### config.mk
export PLATFORM = sky130hd
export DESIGN_NAME = game_phase_sequencer
export DESIGN_NICKNAME = d
export VERILOG_FILES = /design/src/rtl/game_phase_sequencer_pkg.sv /design/src/rtl/game_phase_sequencer_phase_timer.sv /design/src/rtl/game_phase_sequencer.sv
export SDC_FILE = /design/constraint.sdc
export NUM_CORES = 1
export LEC_CHECK = 0
export ABC_AREA = 1
export CAP_MARGIN = 40
export CORE_MARGIN = 2
export CORE_UTILIZATION = 32
export CTS_CLUSTER_DIAMETER = 150
export CTS_CLUSTER_SIZE = 20
export DETAILED_ROUTE_END_ITERATION = 16
export PLACE_DENSITY = 0.58
export SETUP_SLACK_MARGIN = 0.4
export SLEW_MARGIN = 30
export SYNTH_ARGS = -nofsm -noshare
export SYNTH_HDL_FRONTEND = slang
export SYNTH_SLANG_ARGS = --single-unit
### constraint.sdc
create_clock -name Clk100M -period 1.8 [get_ports Clk100M]
set_input_delay 0.36 -clock Clk100M [delete_from_list [all_inputs] [get_ports Clk100M]]
set_output_delay 0.36 -clock Clk100M [all_outputs]
set_load 0.01 [all_outputs]
### src/rtl/game_phase_sequencer_pkg.sv
// Shared types and constants for the game phase sequencer and the blocks
// that display or score its phases.
package game_phase_sequencer_pkg;

    typedef enum logic [2:0] {
        ST_IDLE,
        ST_PRELIM,
        ST_GAME,
        ST_ANSWER,
        ST_POST,
        ST_OVER
    } phase_state_t;

    localparam int SEC_W   = 7;
    localparam int LEVEL_W = 5;

    localparam int DEF_PRELIM_SEC = 3;
    localparam int DEF_GAME_SEC   = 20;
    localparam int DEF_ANSWER_SEC = 10;
    localparam int DEF_POST_SEC   = 3;

endpackage

### src/rtl/game_phase_sequencer_phase_timer.sv
// Loadable down-counter holding the seconds left in the current phase.
// expire flags the tick that consumes the last second.
module phase_timer
    import game_phase_sequencer_pkg::*;
(
    input  logic             clk,
    input  logic             rst_n,
    input  logic             load,
    input  logic [SEC_W-1:0] load_value,
    input  logic             tick,
    input  logic             hold,
    output logic [SEC_W-1:0] count,
    output logic             expire
);

    assign expire = (count == SEC_W'(1)) && tick && !hold;

    // The final second is never decremented to 0; the owner reloads instead.
    always_ff @(posedge clk or negedge rst_n) begin
        if (!rst_n) begin
            count <= '0;
        end else if (load) begin
            count <= load_value;
        end else if (tick && !hold && (count > SEC_W'(1))) begin
            count <= count - SEC_W'(1);
        end
    end

endmodule

### src/rtl/game_phase_sequencer.sv
// Level/phase sequencer for the counting game: PRELIM -> GAME -> ANSWER -> POST.
// Define GAME_SEQ_PAUSE_EN to add a level-sensitive pause input.
module game_phase_sequencer
    import game_phase_sequencer_pkg::*;
#(
    parameter int PRELIM_SEC = DEF_PRELIM_SEC,
    parameter int GAME_SEC   = DEF_GAME_SEC,
    parameter int ANSWER_SEC = DEF_ANSWER_SEC,
    parameter int POST_SEC   = DEF_POST_SEC,
    parameter int MAX_LEVEL  = 5
) (
    input  logic               Clk100M,
    input  logic               reset,
    input  logic               Clk1Hz,
    input  logic               start,
    input  logic               answerValid,
    input  logic               answerCorrect,
`ifdef GAME_SEQ_PAUSE_EN
    input  logic               pause,
`endif
    output logic               prelimPeriod,
    output logic               gamePeriod,
    output logic               answerPeriod,
    output logic               postPeriod,
    output logic               levelChng,
    output logic               clkReset,
    output logic [LEVEL_W-1:0] level,
    output logic [SEC_W-1:0]   secondsLeft,
    output logic               gameOver,
    output logic               gameWon
);

    phase_state_t       state_q, state_d;
    logic [LEVEL_W-1:0] level_d;
    logic               win_q, win_d;
    logic               won_d, level_chng_d, clk_reset_d;
    logic               prelim_d, game_d, answer_d, post_d, over_d;
    logic               load;
    logic [SEC_W-1:0]   load_value;
    logic               expire;
    logic               hold;
    logic               start_ok, answer_ok;

`ifdef GAME_SEQ_PAUSE_EN
    assign hold = pause;
`else
    assign hold = 1'b0;
`endif

    assign start_ok  = start && !hold;
    assign answer_ok = answerValid && !hold;

    phase_timer u_timer (
        .clk        (Clk100M),
        .rst_n      (reset),
        .load       (load),
        .load_value (load_value),
        .tick       (Clk1Hz),
        .hold       (hold),
        .count      (secondsLeft),
        .expire     (expire)
    );

    always_ff @(posedge Clk100M or negedge reset) begin
        if (!reset) begin
            state_q      <= ST_IDLE;
            level        <= LEVEL_W'(1);
            win_q        <= 1'b0;
            gameWon      <= 1'b0;
            gameOver     <= 1'b0;
            levelChng    <= 1'b0;
            clkReset     <= 1'b0;
            prelimPeriod <= 1'b0;
            gamePeriod   <= 1'b0;
            answerPeriod <= 1'b0;
            postPeriod   <= 1'b0;
        end else begin
            state_q      <= state_d;
            level        <= level_d;
            win_q        <= win_d;
            gameWon      <= won_d;
            gameOver     <= over_d;
            levelChng    <= level_chng_d;
            clkReset     <= clk_reset_d;
            prelimPeriod <= prelim_d;
            gamePeriod   <= game_d;
            answerPeriod <= answer_d;
            postPeriod   <= post_d;
        end
    end

    always_comb begin
        state_d      = state_q;
        level_d      = level;
        win_d        = win_q;
        won_d        = gameWon;
        level_chng_d = 1'b0;
        clk_reset_d  = 1'b0;
        load         = 1'b0;
        load_value   = '0;
        case (state_q)
            ST_IDLE, ST_OVER: begin
                if (start_ok) begin
                    state_d     = ST_PRELIM;
                    level_d     = LEVEL_W'(1);
                    win_d       = 1'b0;
                    won_d       = 1'b0;
                    clk_reset_d = 1'b1;
                    load        = 1'b1;
                    load_value  = SEC_W'(PRELIM_SEC);
                end
            end
            ST_PRELIM: begin
                if (expire) begin
                    state_d    = ST_GAME;
                    load       = 1'b1;
                    load_value = SEC_W'(GAME_SEC);
                end
            end
            ST_GAME: begin
                if (expire) begin
                    state_d    = ST_ANSWER;
                    load       = 1'b1;
                    load_value = SEC_W'(ANSWER_SEC);
                end
            end
            // A submitted answer wins over a timeout landing on the same edge.
            ST_ANSWER: begin
                if (answer_ok) begin
                    state_d    = ST_POST;
                    win_d      = answerCorrect;
                    load       = 1'b1;
                    load_value = SEC_W'(POST_SEC);
                end else if (expire) begin
                    state_d    = ST_POST;
                    win_d      = 1'b0;
                    load       = 1'b1;
                    load_value = SEC_W'(POST_SEC);
                end
            end
            ST_POST: begin
                if (expire) begin
                    load = 1'b1;
                    if (win_q && (level < LEVEL_W'(MAX_LEVEL))) begin
                        state_d      = ST_PRELIM;
                        level_d      = level + LEVEL_W'(1);
                        level_chng_d = 1'b1;
                        load_value   = SEC_W'(PRELIM_SEC);
                    end else begin
                        state_d    = ST_OVER;
                        won_d      = win_q;
                        load_value = '0;
                    end
                end
            end
            default: state_d = ST_IDLE;
        endcase
    end

    // Pausing drops gamePeriod so the divider stops generating symbols.
    always_comb begin
        prelim_d = (state_d == ST_PRELIM);
        game_d   = (state_d == ST_GAME) && !hold;
        answer_d = (state_d == ST_ANSWER);
        post_d   = (state_d == ST_POST);
        over_d   = (state_d == ST_OVER);
    end

endmodule

# ---- After elaboration in Yosys (flattened, before gate mapping)
# Cells that the tools add are included.
dict set report op_classes {
  addsub 2
  n_lt_le_gt_ge 2
  n_eq_ne 16
  muxes 37
  reduce_logical 12
}
# operator count
set op_table {}
lappend op_table {{one-hot mux 5 bit (5 select lines)} 1}
lappend op_table {{2-to-1 mux 3 bit} 7}
lappend op_table {{2-to-1 mux 5 bit} 4}
lappend op_table {{one-hot mux 3 bit (5 select lines)} 1}
lappend op_table {{2-to-1 mux 7 bit} 2}
lappend op_table {{equality test 3 x 2 -> 1 bit, second input constant} 4}
lappend op_table {{equality test 3 bit, second input constant} 4}
lappend op_table {{2-to-1 mux 1 bit} 12}
lappend op_table {{2-to-1 mux 2 bit} 5}
lappend op_table {{one-hot mux 5 bit (2 select lines)} 1}
lappend op_table {{inequality test 2 bit, second input constant} 4}
lappend op_table {{AND reduction 4 bit} 2}
lappend op_table {{equality test 7 x 1 -> 1 bit, second input constant} 1}
lappend op_table {{> comparator 7 x 1 -> 1 bit, second input constant} 1}
lappend op_table {{subtractor 7 x 1 -> 7 bit, second input constant} 1}
lappend op_table {{equality test 3 x 1 -> 1 bit, second input constant} 2}
lappend op_table {{nonzero test 2 bit} 3}
lappend op_table {{adder 5 x 1 -> 5 bit, second input constant} 1}
lappend op_table {{less-than comparator 5 x 3 -> 1 bit, second input constant} 1}
lappend op_table {{2-to-1 mux 4 bit} 1}
lappend op_table {{one-hot mux 1 bit (2 select lines)} 2}
lappend op_table {{logical AND 1 bit} 3}
lappend op_table {{logical NOT 3 bit} 1}
lappend op_table {{inequality test 3 bit, second input constant} 1}
lappend op_table {{other kinds (4)} 4}
dict set report totals {
  ff_bits 24
  output_inout_bits 20
  wordCells 81
}

# ---- Depth between registers and ports, before layout
# Gate-level depths: netlist (run 1).
dict set report logic_depth {
  ltp_word 6
  depth_mapped 12
  depth_no_buf 12
}

# ---- Cells and area by module
# From an unflattened synthesis (run 1), not the netlist that was laid out.
dict set report hier_totals {
  hier_cells 203
  area_unflattened_um2 1480.2
}
# mod instances cells_per_inst area_per_inst_um2 seq_area_each_um2
set by_module_without_submodules {}
lappend by_module_without_submodules {game_phase_sequencer 1 114 907.1 426.7}
lappend by_module_without_submodules {phase_timer 1 89 573.0 175.2}

# ---- Least setup slack after synthesis (run 1)
# No wires, ideal clock.
dict set report synth_path {
  kind {register to register}
  start {register u_timer.count[1]}
  end {register level[1]}
  setup_ns 0.121
  t_arrival_ns 1.508
  required_ns 1.679
  setup_slack_ns 0.171
  stages_incl_launch_ff 11
  path_buffers 0
  synth_period_minus_slack_ns 1.629
  cell_sequence {dfrtp_1 -> inv_1 -> ha_1 -> inv_1 -> nor2_2 -> nand3_4 -> nor2_8 -> nor2_2 -> nor2_4 -> nand2_2 -> a22o_1}
}
dict set report synth_via {
  elab_chain_cells 4
}
# item line_no
set synth_rtl {}
lappend synth_rtl {{start, declared} game_phase_sequencer_phase_timer.sv:12} ;# output logic [SEC_W-1:0] count,
lappend synth_rtl {{start signal, assigned} game_phase_sequencer_phase_timer.sv:23} ;# count <= load_value;
lappend synth_rtl {{start signal, assigned} game_phase_sequencer_phase_timer.sv:25} ;# count <= count - SEC_W'(1);
lappend synth_rtl {{equality test 7 x 1 -> 1 bit} game_phase_sequencer_phase_timer.sv:16} ;# assign expire = (count == SEC_W'(1)) && tick && !hold;
lappend synth_rtl {{logical AND 1 bit} game_phase_sequencer_phase_timer.sv:16}
lappend synth_rtl {{inequality test 2 bit (no line)} --}
lappend synth_rtl {{AND reduction 4 bit (no line)} --}
lappend synth_rtl {{end signal, assigned} game_phase_sequencer.sv:79} ;# level <= level_d;
lappend synth_rtl {{end, declared} game_phase_sequencer.sv:27} ;# output logic [LEVEL_W-1:0] level,
# No other way between the ends.
# A chain may end at the register's enable or synchronous reset.

# ---- Final worst setup path (run 1)
# Ends and elaborated chain as after synthesis.

==> flow_metrics.py, run 1 <==
metrics = {
    "detailed_routing": {
        "vias_per_cell": 4.618,
        "highest_layer": "met4",
        "wl_per_cell_um": 12.49,
        "routed_wl_um": 3335,
        "antenna_left": 0,
        "met2WireLength_um": 1617,
        "drt_pre_antenna_iters": 4,
        "wl_met1_um": 1543,
        "dr_total_vias": 1233,
        "drc": 0,
        "initialDrtViolationCount": 35,
        "wl_met3_um": 123,
    },
    "pwr": {
        "vdd_ir_drop_max_uv": 558.0,
        "power-per-cell-area_nw_per_um2": 1654,
        "power_leakage_nw": 1.122,
    },
    "clock_network": {
        "clkLatencyLatePin_ns": 0.27,
        "cts_root_buffer": "clkbuf_8",
        "clkSinkCount": 24,
        "clk_path_buf_depth": 2,
        "htree_levels": 1,
        "postCtsHoldBufs": 0,
        "cts-buffers-inserted": 3,
        "cts_tree": "built",
        "path_clk_slew_ns": 0.09,
    },
    "grt": {
        "grt_first_pass_wirelength_um": 5423,
        "grt_max_degree": 25,
        "first_global_vias": 1180,
        "overflow": 0,
        "grtUsageTotal_pct": 13.79,
        "antenna_found_initial": 0,
    },
    "sta": {
        "max-slew-margin-rel_pct": 77.42,
        "finClkSkew_ns": 0.004827,
        "fmax_ghz": 0.6162,
        "tightest_slew_ns": 0.3351,
        "min_period_over_period_pct": 90.15,
        "hold_viol": 0,
        "whs_ns": 0.4464,
        "post-route-min-period_ns": 1.623,
        "tns_ns": 0,
        "setup_violations": 0,
        "rsz0062_at_grt": "yes",
        "report.final.slew_viol_count": 0,
    },
    "floorplan": {
        "dieArea_um2": 4896,
        "core-area_um2": 4086,
        "start_util_pct": 34.08,
        "fp-row-count": 23,
        "die_w_um": 69.97,
        "die-height_um": 69.97,
        "io_pins": 26,
    },
    "worst_setup_path": {
        "critPathLaunchType": "register",
        "required_ns": 1.97,
        "critical_path_class": "reg2reg",
        "crit_path_end_kind": "register",
        "arrival_ns": 1.79,
        "cp_max_fo": 5,
    },
    "cells_and_area": {
        "final_nets": 227,
        "reg_top3": "u_timer.count (7), level (5), state_q (3)",
        "largest_reg_flops": 7,
        "diodes": 0,
        "synthToLayoutAreaGrowth_pct": 46.72,
        "drive_gt1_share_pct": 42.40,
        "largest-register": "u_timer.count",
    },
    "logic_synthesis": {
        "synth_top_family_by_area": "simple AND/OR/NAND/NOR gates",
        "synth_xor_area_share_pct": 3.774,
        "synthMuxAreaShare_pct": 0,
        "synth_nets": 174,
        "synth_fa_ha_area_share_pct": 2.695,
        "netlist_instances": 165,
        "synth-compound-area-share_pct": 6.289,
        "yosys_warnings": 0,
        "seq_area_frac_synth_pct": 43.22,
        "ys_ff_latch": 24,
        "netlist_area_um2": 1393,
        "yosys.area_share.simple_pct": 36.12,
        "ys_types": 27,
        "synth_area_per_cell_um2": 8.440,
    },
    "placement": {
        "numPortBuffers": 25,
        "place_congestion": 0.8393,
        "place_hpwl_um": 2350,
    },
    "worst_hold_path": {
        "hold_path_class": "in2async",
    },
    "run": {
        "maxCapViolCount": 0,
    },
    "run_status": {
        "status": "completed",
    },
}
-- layout by cell type, fill, tap and decap left out, types with 2 or more instances in the layout --
cell type	synthesis	final
xor2_1	4	3
nor2_1	16	11
clkdlybuf4s50_1	0	5
dfrtp_2	0	2
o21ai_1	4	3
nand2_4	4	6
dfrtp_1	23	21
o21ai_2	3	4
nand3_2	5	6
nand2_2	5	16
ha_1	3	2
dlygate4sd2_1	0	17
inv_1	25	19
nand2_1	36	23
nor2_4	2	7
nand4_1	3	3
buf_4	0	21
clkbuf_8	0	4
nor2_2	4	4
nand3_1	14	12
xnor2_1	2	2
clkbuf_2	0	3
nand3_4	1	2
inv_2	2	8
-- logic make-up after synthesis --
kind of cell | count (synthesis)
buffers and inverters | 28
flip-flops | 24
AND/OR/NAND/NOR | 92
XOR/XNOR | 6
adder cells (fa/ha/maj) | 3
AO/OA/AOI/OAI | 12
-- path summary, 6_finish.rpt --
check	start	end	depth (start not counted)	slack [ns]
max in group asynchronous	reset	level[0]$_DFFE_PN1P_	2	1.07
min in group Clk100M	level[4]$_DFFE_PN0P_	level[4]$_DFFE_PN0P_	2	0.50
worst max-delay path	u_timer.count[1]$_DFFE_PN0P_	level[1]$_DFFE_PN0P_	10	0.18
worst min-delay path	reset	u_timer.count[5]$_DFFE_PN0P_	2	0.45
worst min register to register	level[4]$_DFFE_PN0P_	level[4]$_DFFE_PN0P_	2	0.50
worst max register to register	u_timer.count[1]$_DFFE_PN0P_	level[1]$_DFFE_PN0P_	10	0.18
-- synthesized netlist by cell type --
cell type	count	area share, %
nor2_8	1	1.4
nor2_4	2	1.6
xor2_1	4	2.5
inv_2	2	0.54
nor2_2	4	1.8
dfstp_2	1	1.9
nand3b_1	1	0.54
inv_1	25	6.7
a21oi_4	1	1.2
clkinv_4	1	0.63
ha_1	3	2.7
nand3_1	14	5.0
o21ai_0	1	0.36
xnor2_1	2	1.3
a21oi_1	1	0.36
nor2_1	16	4.3
a31oi_1	1	0.45
nand2_1	36	9.7
nand2_2	5	2.2
nand3_2	5	3.6
a22o_1	1	0.63
nand3_4	1	1.3
dfrtp_1	23	41
o21ai_1	4	1.4
nand4_1	3	1.3
nand2_4	4	3.2
o21ai_2	3	1.9
-- routing by layer --
metal,GRT usage (%),up-vias
met2,22.22,23
li1,-,623
met5,0,-
met1,18.41,583
met4,4.487,0
met3,2.886,4
-- power by group --
part,internal (mW),switching [mW]
Sequential,0.718,0.125
Clock,0.196,0.181
Combinational,0.892,1.27
-- worst max-delay path, cell delays in order, from the launching register on --
cell	delay, ns
dfrtp_1	0.39
inv_2	0.08
ha_4	0.12
inv_2	0.03
nor2_4	0.10
nand3_4	0.10
nor2_8	0.15
nor2_4	0.07
nor2_4	0.14
nand2_2	0.10
a22o_1	0.21
-- final cells by class --
cell class | instances | area (um^2)
Tap cell | 50 | 62.56
Timing Repair Buffer | 47 | 382.9
Fill cell | 414 | 2043
Multi-Input combinational cell | 114 | 825.8
Inverter | 28 | 112.6
Sequential cell | 24 | 604.3
Clock buffer | 4 | 55.05
-- stage by stage --
stage / power, mW / std cells / setup WS (ns) / util, % / cell area, um^2
floorplan: 2.110 / 165 / 0.2460 / - / 1431
global placement: 2.653 / 246 / 0.03971 / 43.78 / 1789
detailed placement: 2.679 / 246 / 0.02951 / 43.78 / 1789
CTS: 3.200 / 260 / 0.1815 / 47.67 / 1948
global route: 3.675 / 267 / 0.04696 / 50.00 / 2043
finish: 3.380 / 267 / 0.1772 / 50.00 / 2043
-- what timing repair did --
item / CTS / global route
endpoints found under the hold margin: 0 / 0
cloned: 1 / 0
pin swaps: 12 / 10
endpoints found under the setup margin: 43 / 28
buffers inserted: 9 / 7
gates resized for setup: 38 / 23
Note: power is estimated with default switching activity, not from simulation.
==> inputs of run 2 (changes only) <==
- CAP_MARGIN: 40 -> unset
==> results of run 2 <==
No change in the layout: final DEF, timing and power equal those of run 1.
==> inputs of run 3 (changes only) <==
- CAP_MARGIN: unset -> 15
- GPL_ROUTABILITY_DRIVEN: unset -> 0
==> results of run 3 <==
No change in the layout: final DEF, timing and power equal those of run 1.
==> variant 1 (flow settings as in run 1) <==
Add an input register stage for `start`, `answerValid` and `answerCorrect`; this delays them by one clock.
--- a/src/rtl/game_phase_sequencer.sv
+++ b/src/rtl/game_phase_sequencer.sv
@@ -31,4 +31,14 @@
 );
 
+    logic start_q;
+    logic answerValid_q;
+    logic answerCorrect_q;
+
+    always_ff @(posedge Clk100M) begin
+        start_q         <= start;
+        answerValid_q   <= answerValid;
+        answerCorrect_q <= answerCorrect;
+    end
+
     phase_state_t       state_q, state_d;
     logic [LEVEL_W-1:0] level_d;
@@ -48,6 +58,6 @@
 `endif
 
-    assign start_ok  = start && !hold;
-    assign answer_ok = answerValid && !hold;
+    assign start_ok  = start_q && !hold;
+    assign answer_ok = answerValid_q && !hold;
 
     phase_timer u_timer (
@@ -129,5 +139,5 @@
                 if (answer_ok) begin
                     state_d    = ST_POST;
-                    win_d      = answerCorrect;
+                    win_d      = answerCorrect_q;
                     load       = 1'b1;
                     load_value = SEC_W'(POST_SEC);
Behaviour: not the same (Yosys sat finds a counterexample within 4 cycles, from zero or initial values and one cycle with reset low).
==> variant 1 against run 1 <==
Power is 5.1% higher. Via count is 1.4% lower. Sequential cell count is 3 higher. Maximum frequency is 2.4% higher. Design area is 4.8% higher. Area after synthesis is 8.3% higher. Setup slack better by 0.038 ns. Clock skew is 0.0013 ns lower. Wire length is 9.6% lower.
==> variant 1: results (changes against run 1) <==
- Status: complete, no violations (unchanged)
- Antenna violations before repair: 0 (unchanged)
- First-pass GRT wire length: 5340 um (was 5420 um)
- Layout non-clock buf frac: 19.2% (was 18.7%)
- CP max stage cell: dfrtp_1 (unchanged)
- Nets: 226 (was 227)
- Worst hold margin: 0.429 ns (was 0.446 ns)
- Worst R2R Path Depth: 12 (was 10)
- Gate Count Post-Synth: 164 (was 165)
- Reg area: 666 um2 (was 604 um2)
- Met2 WL post-DR: 1410 um (was 1620 um)
- Ys Warns: 0 (unchanged)
- Reg clk slew, reported paths: 0.09 ns (about the same)
- Hpwl dp: 2240 um (was 2350 um)
- Distinct cells, synth: 31 (was 27)
- Clk tree area frac: 2.16% (was 2.69%)
- Non-clk invs: 27 (was 28)
- Vias in the first global route: 1215 (was 1180)
- Fraction of area in multi-input gates: 39.4% (was 40.4%)
- Count of multi-input gates: 110 (was 114)
- Met2 Usage GRT: 20.4% (was 22.2%)
- R2R Setup Slk: 0.22 ns (was 0.18 ns)
- Yosys reg bits: 27 (was 24)
- Async set or reset register ratio after synthesis: 88.9% (was 100%)
- Via density: 4.54 (was 4.62)
- Highest metal used: met4 (unchanged)
- Wire length per cell: 11.2 um (was 12.5 um)
- Total GRT Usage: 12.9% (was 13.8%)
- Worst path top cell family by delay: simple AND/OR/NAND/NOR gates (unchanged)
- Met1 Wirelength: 1470 um (was 1540 um)
- Pleak: 1.15 nW (was 1.12 nW)
- Sequential share of the synthesized area: 43.9% (was 43.2%)
- GP Congestion: 0.788 (was 0.839)
- Post-synth top cells: dfrtp_1, nand2_1, inv_1 (was nand2_1, inv_1, dfrtp_1)
- Placed inst area: 1900 um2 (was 1790 um2)
- Signal buffers: 48 (was 47)
- Top Registers: u_timer.count: 7 flops, level: 5 flops, state_q: 3 flops (unchanged)
- Worst vdd ir: 787 uV (was 558 uV)
- Clock buf count: 3 (was 4)
- Critical Path End: level[2] (was level[1])
- CP endpoint kind: flop (unchanged)
- CP arrival: 1.79 ns (about the same)
- Fraction of layout cells with a size suffix above 1: 43.5% (was 42.4%)
- Area grow syn2layout: 42.1% (was 46.7%)
- Syn nets: 173 (was 174)
- Max-Cap Viols: 0 (unchanged)
- Met1 usage: 18.5% (was 18.4%)
- FILL cells: 465 (was 414)
- WL met3: 98 um (was 123 um)
- Initial DRC count: 32 (was 35)
- Skew final: 0.00357 ns (was 0.00483 ns)
- Main synth FF type: dfrtp_1 (unchanged)
- Met3 usage: 1.66% (was 2.89%)
- Max-slew headroom: 79.4% (was 77.4%)
- Sequential share of cell area: 31.1% (was 29.6%)
- Synth area leaders: dfrtp_1, nand3_1, nand2_1 (was dfrtp_1, nand2_1, inv_1)
## variant 1: logic make-up (layout without fill, tap and decap cells)
group,after synthesis,in the layout,share of synthesized area (%)
compound gates,11,11,5.56
xor+xnor,6,6,3.49
fa+ha+maj,3,3,2.49
buf+inv,27,79,7.05
flops,27,27,43.9
simple gates,90,90,37.5
## variant 1: stage by stage
step | power (mW) | setup WS [ns] | cells
final | 3.55 | 0.215 | 268
after CTS | 3.43 | 0.151 | 265
after global placement | 2.95 | 0.00390 | 246
after detailed placement | 2.95 | -0.0234 | 246
after floorplan | 2.35 | 0.252 | 164
after global routing | 3.86 | 0.0796 | 268
## variant 1: timing repair
item | 4_1_cts | 5_1_grt
pin swaps | 6 | 12
endpoints found under the setup margin | 43 | 27
hold buffers | 0 | 0
setup buffers | 15 | 3
gates resized for setup | 33 | 19
## variant 1: power breakdown
group	total, mW	internal (mW)	switching (mW)
Combinational	2.24	0.982	1.26
Clock	0.344	0.155	0.188
Sequential	0.969	0.819	0.149
Total	3.55	1.96	1.60
==> variant 2 (flow settings as in run 1) <==
Without the edit above. Build with the macro `GAME_SEQ_PAUSE_EN` defined.
--- a/src/rtl/game_phase_sequencer.sv
+++ b/src/rtl/game_phase_sequencer.sv
@@ -1,4 +1,6 @@
 // Level/phase sequencer for the counting game: PRELIM -> GAME -> ANSWER -> POST.
 // Define GAME_SEQ_PAUSE_EN to add a level-sensitive pause input.
+`define GAME_SEQ_PAUSE_EN
+
 module game_phase_sequencer
     import game_phase_sequencer_pkg::*;
Interface: changed (added pause); port bits go from 26 to 27. The function was not compared with the original's and may differ.
==> variant 2 against run 1 <==
Die area shrank 4.4%. Area after synthesis decreased by 4.7%. Final cell count rose by 0.37%. Power is 21% lower. Combinational power is 32% lower. Sequential cell count stayed put. Wire length down 6.4%. Global-route usage grew 1.5 points. Design area decreased by 5.8%. Synthesized cell count unchanged. Worst hold slack barely moved. Setup slack improved by 0.014 ns. Critical endpoint is now u_timer.count[4]. Largest cell class unchanged.
==> variant 2: results (changes against run 1) <==
- Status: complete, no violations (unchanged)
- Worst-Margin Slew: 0.413 ns (was 0.335 ns)
- Router iterations before antenna repair: 4 (unchanged)
- Pre-CTS setup slack: -0.135 ns (was 0.0295 ns)
- Nets: 229 (was 227)
- Distinct cells, synth: 24 (was 27)
- Gate Count Post-Synth: 165 (unchanged)
- Skew final: 0.00294 ns (was 0.00483 ns)
- Antenna violations before repair: 0 (unchanged)
- EDFF count, synth: 0 (unchanged)
- Top Registers: u_timer.count: 7 flops, level: 5 flops, state_q: 3 flops (unchanged)
- TritonCTS Buffers: 3 (unchanged)
- Fraction of layout cells with a size suffix above 1: 27.1% (was 42.4%)
- Antenna diodes: 0 (unchanged)
- Synth area leaders: dfrtp_1, nand2_1, inv_1 (unchanged)
- Switching share of power: 42.8% (was 46.6%)
- Worst Setup Start Kind: flop (unchanged)
- FILL cells: 419 (was 414)
- Detailed-route via count: 1210 (was 1233)
- Syn nets: 175 (was 174)
- Async set or reset register ratio after synthesis: 100% (unchanged)
- Total GRT Usage: 15.3% (was 13.8%)
- Non-Filler Instances: 268 (was 267)
- DP Cell Count: 253 (was 246)
- Post-synth top cells: nand2_1, inv_1, dfrtp_1 (unchanged)
- First-pass GRT wire length: 5350 um (was 5420 um)
- Sequential share of the synthesized area: 45.3% (was 43.2%)
- Longest Clk Path Bufs: 2 (unchanged)
- Hold crit path type: primary input to async pin (unchanged)
- DRT Wirelength: 3120 um (was 3340 um)
- Critical path fanouts, max: 7 (was 5)
- PortBufs: 26 (was 25)
- GP Congestion: 0.836 (was 0.839)
- Pleak: 1.07 nW (was 1.12 nW)
- Worst vdd ir: 571 uV (was 558 uV)
- Initial DRC count: 73 (was 35)
- CP arrival: 1.77 ns (was 1.79 ns)
- Hpwl dp: 2300 um (was 2350 um)
- Placed inst area: 1770 um2 (was 1790 um2)
==> variant 2: cell types whose count changed after synthesis, moves of 3 or more <==
cell / change
inv_1: +3
nand2_1: +4
nand2_2: -3
nand2_4: -4
nand3_1: +3
nand3_2: -3
nor2_1: +3
o211ai_1: +3
o21ai_0: +3
o21ai_1: -3
o21ai_2: -3
==> variant 2: path summary, 6_finish.rpt <==
check	to	slack, ns	cells past startpoint
max in group asynchronous	level[0]	1.07	2
worst max-delay path	u_timer.count[4]	0.19	11
worst max register to register	u_timer.count[4]	0.19	11
worst min register to register	gameWon	0.50	2
min in group Clk100M	gamePeriod	0.48	2
worst min-delay path	levelChng	0.45	2
==> variant 2: logic make-up (layout without fill, tap and decap cells) <==
kind of cell | after synthesis | in the layout | synth area share (%)
simple gates | 91 | 91 | 32.5
buf+inv | 28 | 81 | 7.92
flops | 24 | 24 | 45.3
compound gates | 13 | 13 | 7.45
xor+xnor | 6 | 6 | 3.96
fa+ha+maj | 3 | 3 | 2.83
==> variant 2: power groups by stage <==
stage / Sequential (mW) / Clock (mW) / Combinational (mW)
4_1_cts: 0.818 / 0.392 / 1.42
3_3_place_gp: 0.849 / 0 / 1.32
5_1_grt: 0.828 / 0.410 / 1.67
3_5_place_dp: 0.852 / 0 / 1.32
2_1_floorplan: 0.860 / 0 / 0.771
6_report: 0.810 / 0.379 / 1.47
==> variant 2: metrics by stage <==
stage	total power, mW	util [%]
finish	2.66	48.1
global route	2.91	48.1
CTS	2.63	47.1
detailed placement	2.18	44.1
global placement	2.17	44.1
floorplan	1.63	-
==> variant 2: final cells by class <==
cell class / instances / area [um2] / share of cell area (%)
inverter: 28 / 105 / 5.46
multi-input combinational: 113 / 694 / 36.1
clock buffer: 4 / 55.1 / 2.86
timing repair buffer: 49 / 403 / 20.9
sequential: 24 / 604 / 31.4
tap: 50 / 62.6 / 3.25
==> variant 2: critical path, cell delays in order, from the launching register on <==
cell,delay (ns)
dfrtp_1,0.39
inv_2,0.06
ha_4,0.15
inv_2,0.06
nor2_4,0.04
nand3_2,0.09
nor2_4,0.05
a21oi_4,0.26
nand3_4,0.13
buf_4,0.15
nand2_1,0.06
nand2_1,0.05
==> variant 2: metal layers <==
metal,global-route usage (%),up-vias,share of wire (%)
met1,21.6,560,49
met2,23.8,25,46
li1,-,623,-
met4,4.50,0,0.70
met5,0,-,0
met3,2.47,2,4.3
==> variant 2: what timing repair did <==
action                                  CTS  global route
gates cloned                              0             0
pin swaps                                 6             8
resized for setup                        31             9
setup buffers                             7             4
endpoints found under the setup margin   43            26
hold buffers                              0             0
